### src/rtl/pcs25g_pkg.sv
// Shared PCS constants, skid-buffer state encoding and the x^58+x^39+1 block scrambler.
package pcs25g_pkg;

  localparam int PCS_BLK_W = 256;
  localparam int SCR_LEN   = 58;
  localparam int SCR_TAP   = 39;
  localparam logic [SCR_LEN-1:0] SCR_SEED_DEFAULT = 58'h3FF_FFFF_FFFF_FFFF;

  typedef enum logic [1:0] {
    SKID_EMPTY = 2'd0,
    SKID_ONE   = 2'd1,
    SKID_FULL  = 2'd2
  } skid_state_t;

  // ext[SCR_LEN-1:0] holds the previous beat's last 58 scrambled bits; ext[SCR_LEN+i] is s[i].
  function automatic logic [PCS_BLK_W-1:0] scramble_blk(
    input logic [PCS_BLK_W-1:0] d,
    input logic [SCR_LEN-1:0]   h
  );
    logic [PCS_BLK_W+SCR_LEN-1:0] ext;
    ext = {{PCS_BLK_W{1'b0}}, h};
    for (int i = 0; i < PCS_BLK_W; i++) begin
      ext[SCR_LEN+i] = d[i] ^ ext[SCR_LEN-SCR_TAP+i] ^ ext[i];
    end
    return ext[PCS_BLK_W+SCR_LEN-1:SCR_LEN];
  endfunction

endpackage

### src/rtl/skid_buffer_256.sv
// Two-entry skid buffer (EMPTY/ONE/FULL) carrying a 256-bit block, its valid and its error flag.
module skid_buffer_256
  import pcs25g_pkg::*;
(
  input  logic                 clk,
  input  logic                 reset_n,
  input  logic                 push,
  input  logic                 pop,
  input  logic [PCS_BLK_W-1:0] push_data,
  input  logic                 push_error,
  output logic [PCS_BLK_W-1:0] out_data,
  output logic                 out_valid,
  output logic                 out_error,
  output logic                 full
);

  skid_state_t          state_r;
  skid_state_t          state_s;
  logic                 load_out_s;
  logic                 out_from_skid_s;
  logic                 load_skid_s;
  logic [PCS_BLK_W-1:0] out_data_r;
  logic                 out_valid_r;
  logic                 out_error_r;
  logic [PCS_BLK_W-1:0] skid_data_r;
  logic                 skid_error_r;

  // State register.
  always_ff @(posedge clk or negedge reset_n) begin
    if (!reset_n) begin
      state_r <= SKID_EMPTY;
    end else begin
      state_r <= state_s;
    end
  end

  // Next state and register load selects; the head register always holds the oldest beat.
  always_comb begin
    state_s         = state_r;
    load_out_s      = 1'b0;
    out_from_skid_s = 1'b0;
    load_skid_s     = 1'b0;
    case (state_r)
      SKID_EMPTY: begin
        if (push) begin
          state_s    = SKID_ONE;
          load_out_s = 1'b1;
        end else begin
          state_s = SKID_EMPTY;
        end
      end
      SKID_ONE: begin
        if (push && pop) begin
          state_s    = SKID_ONE;
          load_out_s = 1'b1;
        end else if (push) begin
          state_s     = SKID_FULL;
          load_skid_s = 1'b1;
        end else if (pop) begin
          state_s = SKID_EMPTY;
        end else begin
          state_s = SKID_ONE;
        end
      end
      SKID_FULL: begin
        if (pop) begin
          state_s         = push ? SKID_FULL : SKID_ONE;
          load_out_s      = 1'b1;
          out_from_skid_s = 1'b1;
          load_skid_s     = push;
        end else begin
          state_s = SKID_FULL;
        end
      end
      default: begin
        state_s = SKID_EMPTY;
      end
    endcase
  end

  // Head and skid data registers.
  always_ff @(posedge clk or negedge reset_n) begin
    if (!reset_n) begin
      out_data_r   <= {PCS_BLK_W{1'b0}};
      out_valid_r  <= 1'b0;
      out_error_r  <= 1'b0;
      skid_data_r  <= {PCS_BLK_W{1'b0}};
      skid_error_r <= 1'b0;
    end else begin
      out_valid_r <= (state_s != SKID_EMPTY);
      if (load_out_s) begin
        out_data_r  <= out_from_skid_s ? skid_data_r : push_data;
        out_error_r <= out_from_skid_s ? skid_error_r : push_error;
      end
      if (load_skid_s) begin
        skid_data_r  <= push_data;
        skid_error_r <= push_error;
      end
    end
  end

  assign out_data  = out_data_r;
  assign out_valid = out_valid_r;
  assign out_error = out_error_r;
  assign full      = (state_r == SKID_FULL);

endmodule

### src/rtl/scrambler_256.sv
// Self-synchronous 256-bit block scrambler (x^58+x^39+1) feeding a two-entry skid buffer.
// Optional macro SCR_BYPASS_EN adds in_bypass to pass beats unscrambled.
module scrambler_256
  import pcs25g_pkg::*;
#(
  parameter logic [SCR_LEN-1:0] SEED = SCR_SEED_DEFAULT
) (
  input  logic                 clk,
  input  logic                 reset_n,
  input  logic                 in_enable,
  input  logic [PCS_BLK_W-1:0] in_data,
  input  logic                 in_datavalid,
  input  logic                 in_dataerror,
`ifdef SCR_BYPASS_EN
  input  logic                 in_bypass,
`endif
  output logic                 out_idle,
  output logic [PCS_BLK_W-1:0] out_data,
  output logic                 out_datavalid,
  output logic                 out_dataerror,
  input  logic                 in_idle
);

  logic [SCR_LEN-1:0]   hist_r;
  logic                 rst_done_r;
  logic                 full_s;
  logic                 accept_s;
  logic                 drain_s;
  logic                 hist_upd_s;
  logic [PCS_BLK_W-1:0] scr_s;
  logic [PCS_BLK_W-1:0] blk_s;

  assign accept_s = in_enable & in_datavalid & out_idle;
  assign drain_s  = in_enable & out_datavalid & in_idle;
  assign scr_s    = scramble_blk(in_data, hist_r);

`ifdef SCR_BYPASS_EN
  assign blk_s      = in_bypass ? in_data : scr_s;
  assign hist_upd_s = accept_s & ~in_bypass;
`else
  assign blk_s      = scr_s;
  assign hist_upd_s = accept_s;
`endif

  // Keeps out_idle low until the first clock after reset release.
  assign out_idle = in_enable & rst_done_r & ~full_s;

  // Scrambler history: last 58 scrambled bits of the most recent accepted beat.
  always_ff @(posedge clk or negedge reset_n) begin
    if (!reset_n) begin
      hist_r     <= SEED;
      rst_done_r <= 1'b0;
    end else begin
      rst_done_r <= 1'b1;
      if (hist_upd_s) begin
        hist_r <= scr_s[PCS_BLK_W-1 -: SCR_LEN];
      end
    end
  end

  skid_buffer_256 u_skid (
    .clk        (clk),
    .reset_n    (reset_n),
    .push       (accept_s),
    .pop        (drain_s),
    .push_data  (blk_s),
    .push_error (in_dataerror),
    .out_data   (out_data),
    .out_valid  (out_datavalid),
    .out_error  (out_dataerror),
    .full       (full_s)
  );

endmodule

### config.mk
export PLATFORM = sky130hd
export DESIGN_NAME = scrambler_256
export DESIGN_NICKNAME = d
export VERILOG_FILES = /design/src/rtl/pcs25g_pkg.sv /design/src/rtl/skid_buffer_256.sv /design/src/rtl/scrambler_256.sv
export SDC_FILE = /design/constraint.sdc
export NUM_CORES = 1
export LEC_CHECK = 0
export CORE_ASPECT_RATIO = 0.9
export CORE_MARGIN = 4
export CORE_UTILIZATION = 49
export CTS_BUF_LIST = sky130_fd_sc_hd__clkbuf_8 sky130_fd_sc_hd__clkbuf_16
export DETAILED_ROUTE_END_ITERATION = 12
export PLACE_DENSITY = 0.87
export SYNTH_ARGS = -nofsm -noshare
export SYNTH_HDL_FRONTEND = slang
export SYNTH_HIERARCHICAL = 1
export SYNTH_SLANG_ARGS = --single-unit
### constraint.sdc
create_clock -name clk -period 2.87 [get_ports clk]
set_input_delay 0.4305 -clock clk [delete_from_list [all_inputs] [get_ports clk]]
set_output_delay 0.4305 -clock clk [all_outputs]
set_load 0.005 [all_outputs]
==> run metrics <==
vias in the first global route=24.5k; maximum number of pins on one net before global-route repair=97; biggest cell delay along the critical path=0.61 ns; Port Buf Inserts=520; Routed WL=120000 um; Routed wire per std cell=roughly 29 um; total CTS buffers=61; Worst Setup End Kind=flip-flop; Tcrit/Tclk final=108%; Avg Cell Area, Syn=roughly 15 um2; core area=65600 um2; Std-Cell Rows=89; Worst R2R Path Depth=8; Die Width=between 200 and 300 um; Vias/cell=5.54; min cycle time layout=3.11 ns; Root Buffer=clkbuf_16; Die ar.=70500 um2; met3 Use GR=10.3%; CTS Buffer Depth=3; top_reg_cell synth=dfrtp_1; Synth Net Count=2425; FMAX=322 MHz; worst min path class=input port to asynchronous set/reset pin; Gate Count Post-Synth=2154; htree depth=2; Critical path origin=hist_r[19]; CP Class=flip-flop to flip-flop; status=complete, but fails checks; CP Launch Type=flip-flop; number of synthesized register bits=576; initial antenna violation count=18; DRT antenna net count=0; vias=around 23k; max-cap violations=0; share of cells above drive strength 1=56.5%; Setup Skew=0.0343 ns; met1 usage=a little over two fifths; CTS clock-pin slew for the worst setup and hold paths=0.06 ns; # IOs=521; FF-to-FF End=u_skid/out_data[252]; area grow syn2layout=47.3%; synthesized area=32500 um2; drt first pass iters=5; first-pass GRT wire length=around 170000 um; reg2reg start=hist_r[19]; Critical Path AT=3.63 ns; Final nets=3520; flop-to-flop setup slack=-0.24 ns; CP Data Required Time=3.39 ns; EDFF count, synth=0; GP Congestion=0.976; count of final setup violators=72; setup slack after layout=-0.237 ns; sequential area share after synthesis=44.6%; CTS tree=yes; Final Max Slew Viols=0; Final Hold Fails=0; Slowest-stage cell, CP=dfstp_2; Tot GR Track Use=31.9%; Initial Util=49.5%; failing checks=setup timing; Vert. Die Dim=252 um; ys async rst share=100%; RSZ-0062 raised after global routing=yes; GRT met2 Usage=a little under half; GR Overflow Total=0; Worst path most repeated cell=xor3_2; drt drc=0; clk sink count=576; worst skew pair latency=0.66 ns; crit path max fanout=4; Worst Max-Slew Pin Slew=0.973 ns; crit-path cells=xor3_2 -> buf_6 -> xnor3_1 -> xor3_2 -> xnor3_1 -> xor3_2 -> mux2_2 -> mux2_4; DP HPWL=85600 um; Netlist cell types=35; Most Crowded Layer GR=met2; Syn. warnings=6; Slew HR=35.1%; 1st-iter DRT viols=1970; setup_tns=-5.43 ns
-- critical path, delay by kind of cell (launching register included) --
kind	cells	cell delay [ns]
DFF	1	0.61
xor gates and xnor gates	5	1.68
muxes	2	0.54
buffers and inverters	1	0.15
-- registers in the layout, summed over array words and instances (netlist names) --
signal	flops
u_skid/out_data	256
hist_r	58
u_skid/out_error	1
rst_done_r	1
u_skid/skid_error_r	1
u_skid/state_r	2
u_skid/skid_data_r	256
u_skid/out_valid	1
-- kinds of logic after synthesis --
logic type	share of synthesized area, %
buffers and inverters	3.20
multiplexers	28.2
flip-flops	44.6
AND/OR/NAND/NOR	0.381
AO/OA/AOI/OAI	0.373
other	0.0115
XOR/XNOR	22.9
adder cells (fa/ha/maj)	0.347
-- stage by stage --
step                instance area [um2]  worst slack (ns)  util (%)  hold WS [ns]  cells
floorplan                         32700           -0.0363         -         0.135   2154
global placement                  42200            -0.770      64.3         0.422   3919
detailed placement                42200            -0.809      64.3         0.427   3919
CTS                               46200            -0.161      70.4         0.345   4109
global route                      47900            -0.298      73.0         0.377   4183
finish                            47900            -0.237      73.0         0.328   4183
-- metal layers --
| metal | up-vias | wire length [um] |
|---|---|---|
| li1 | 9684 | - |
| met1 | 12039 | 47500 |
| met2 | 1162 | 54600 |
| met3 | 271 | 12300 |
| met4 | 4 | 6020 |
| met5 | - | 27 |
-- area by class of cell --
cell class / instances / area, um2
Clock buffer: 77 / 1770
Inverter: 55 / 211
Tap cell: 864 / 1080
Antenna cell: 17 / 42.5
Timing Repair Buffer: 1124 / 10600
Fill cell: 3665 / 17700
Sequential cell: 576 / 14500
Multi-Input combinational cell: 1431 / 19400
Clock inverter: 39 / 353
-- timing repair --
item / 4_1_cts / 5_1_grt
hold buffers: 1 / 0
setup endpoints to repair: 118 / 122
setup buffers: 79 / 64
resized for setup: 235 / 219
hold endpoints to repair: 40 / 0
pin swaps: 111 / 100
-- placed cells by master, fill, tap and decap left out, drive strengths merged, types with 2 or more instances in the layout --
cell	Yosys	routed
ha	9	9
mux2	813	813
clkinv	0	20
nor2	2	2
nand2	27	27
clkbuf	6	77
a31oi	2	2
xnor3	102	102
clkdlybuf4s50	0	517
dfstp	58	58
o21ai	14	14
xnor2	280	280
bufinv	0	6
dlymetal6s2s	0	2
xor3	58	58
buf	86	604
diode	0	17
dfrtp	518	518
inv	55	67
xor2	118	118
-- worst max path at each step --
stage / depth (start not counted) / slack (ns) / to
after global placement: 10 / -0.77 / u_skid/out_data[238]
after detailed placement: 10 / -0.81 / u_skid/out_data[232]
after floorplan: 7 / -0.04 / u_skid/out_data[253]
after global routing: 7 / -0.30 / u_skid/out_data[252]
final: 8 / -0.24 / u_skid/out_data[252]
after CTS: 8 / -0.16 / u_skid/out_data[234]
-- synthesized netlist by cell type, types with 2 or more instances --
library cell,instances,area (um2)
ha_1,9,113
buf_4,25,188
clkbuf_1,6,22.5
xnor2_1,256,2240
buf_2,8,40.0
xor2_1,114,998
xnor3_1,93,2090
xnor2_2,20,325
dfrtp_1,518,13000
o21ai_0,13,65.1
xnor2_4,4,110
xor3_2,10,250
buf_1,2,7.51
buf_6,51,574
xnor3_2,9,214
xor3_1,48,1140
inv_1,52,195
inv_2,3,11.3
xor2_2,3,48.8
nand2_1,26,97.6
nor2_1,2,7.51
mux2_2,812,9140
dfstp_2,58,1520
Power is left out: the tool's default activity adds up to more than one toggle a clock period on the data nets, which glitch-free logic cannot reach.
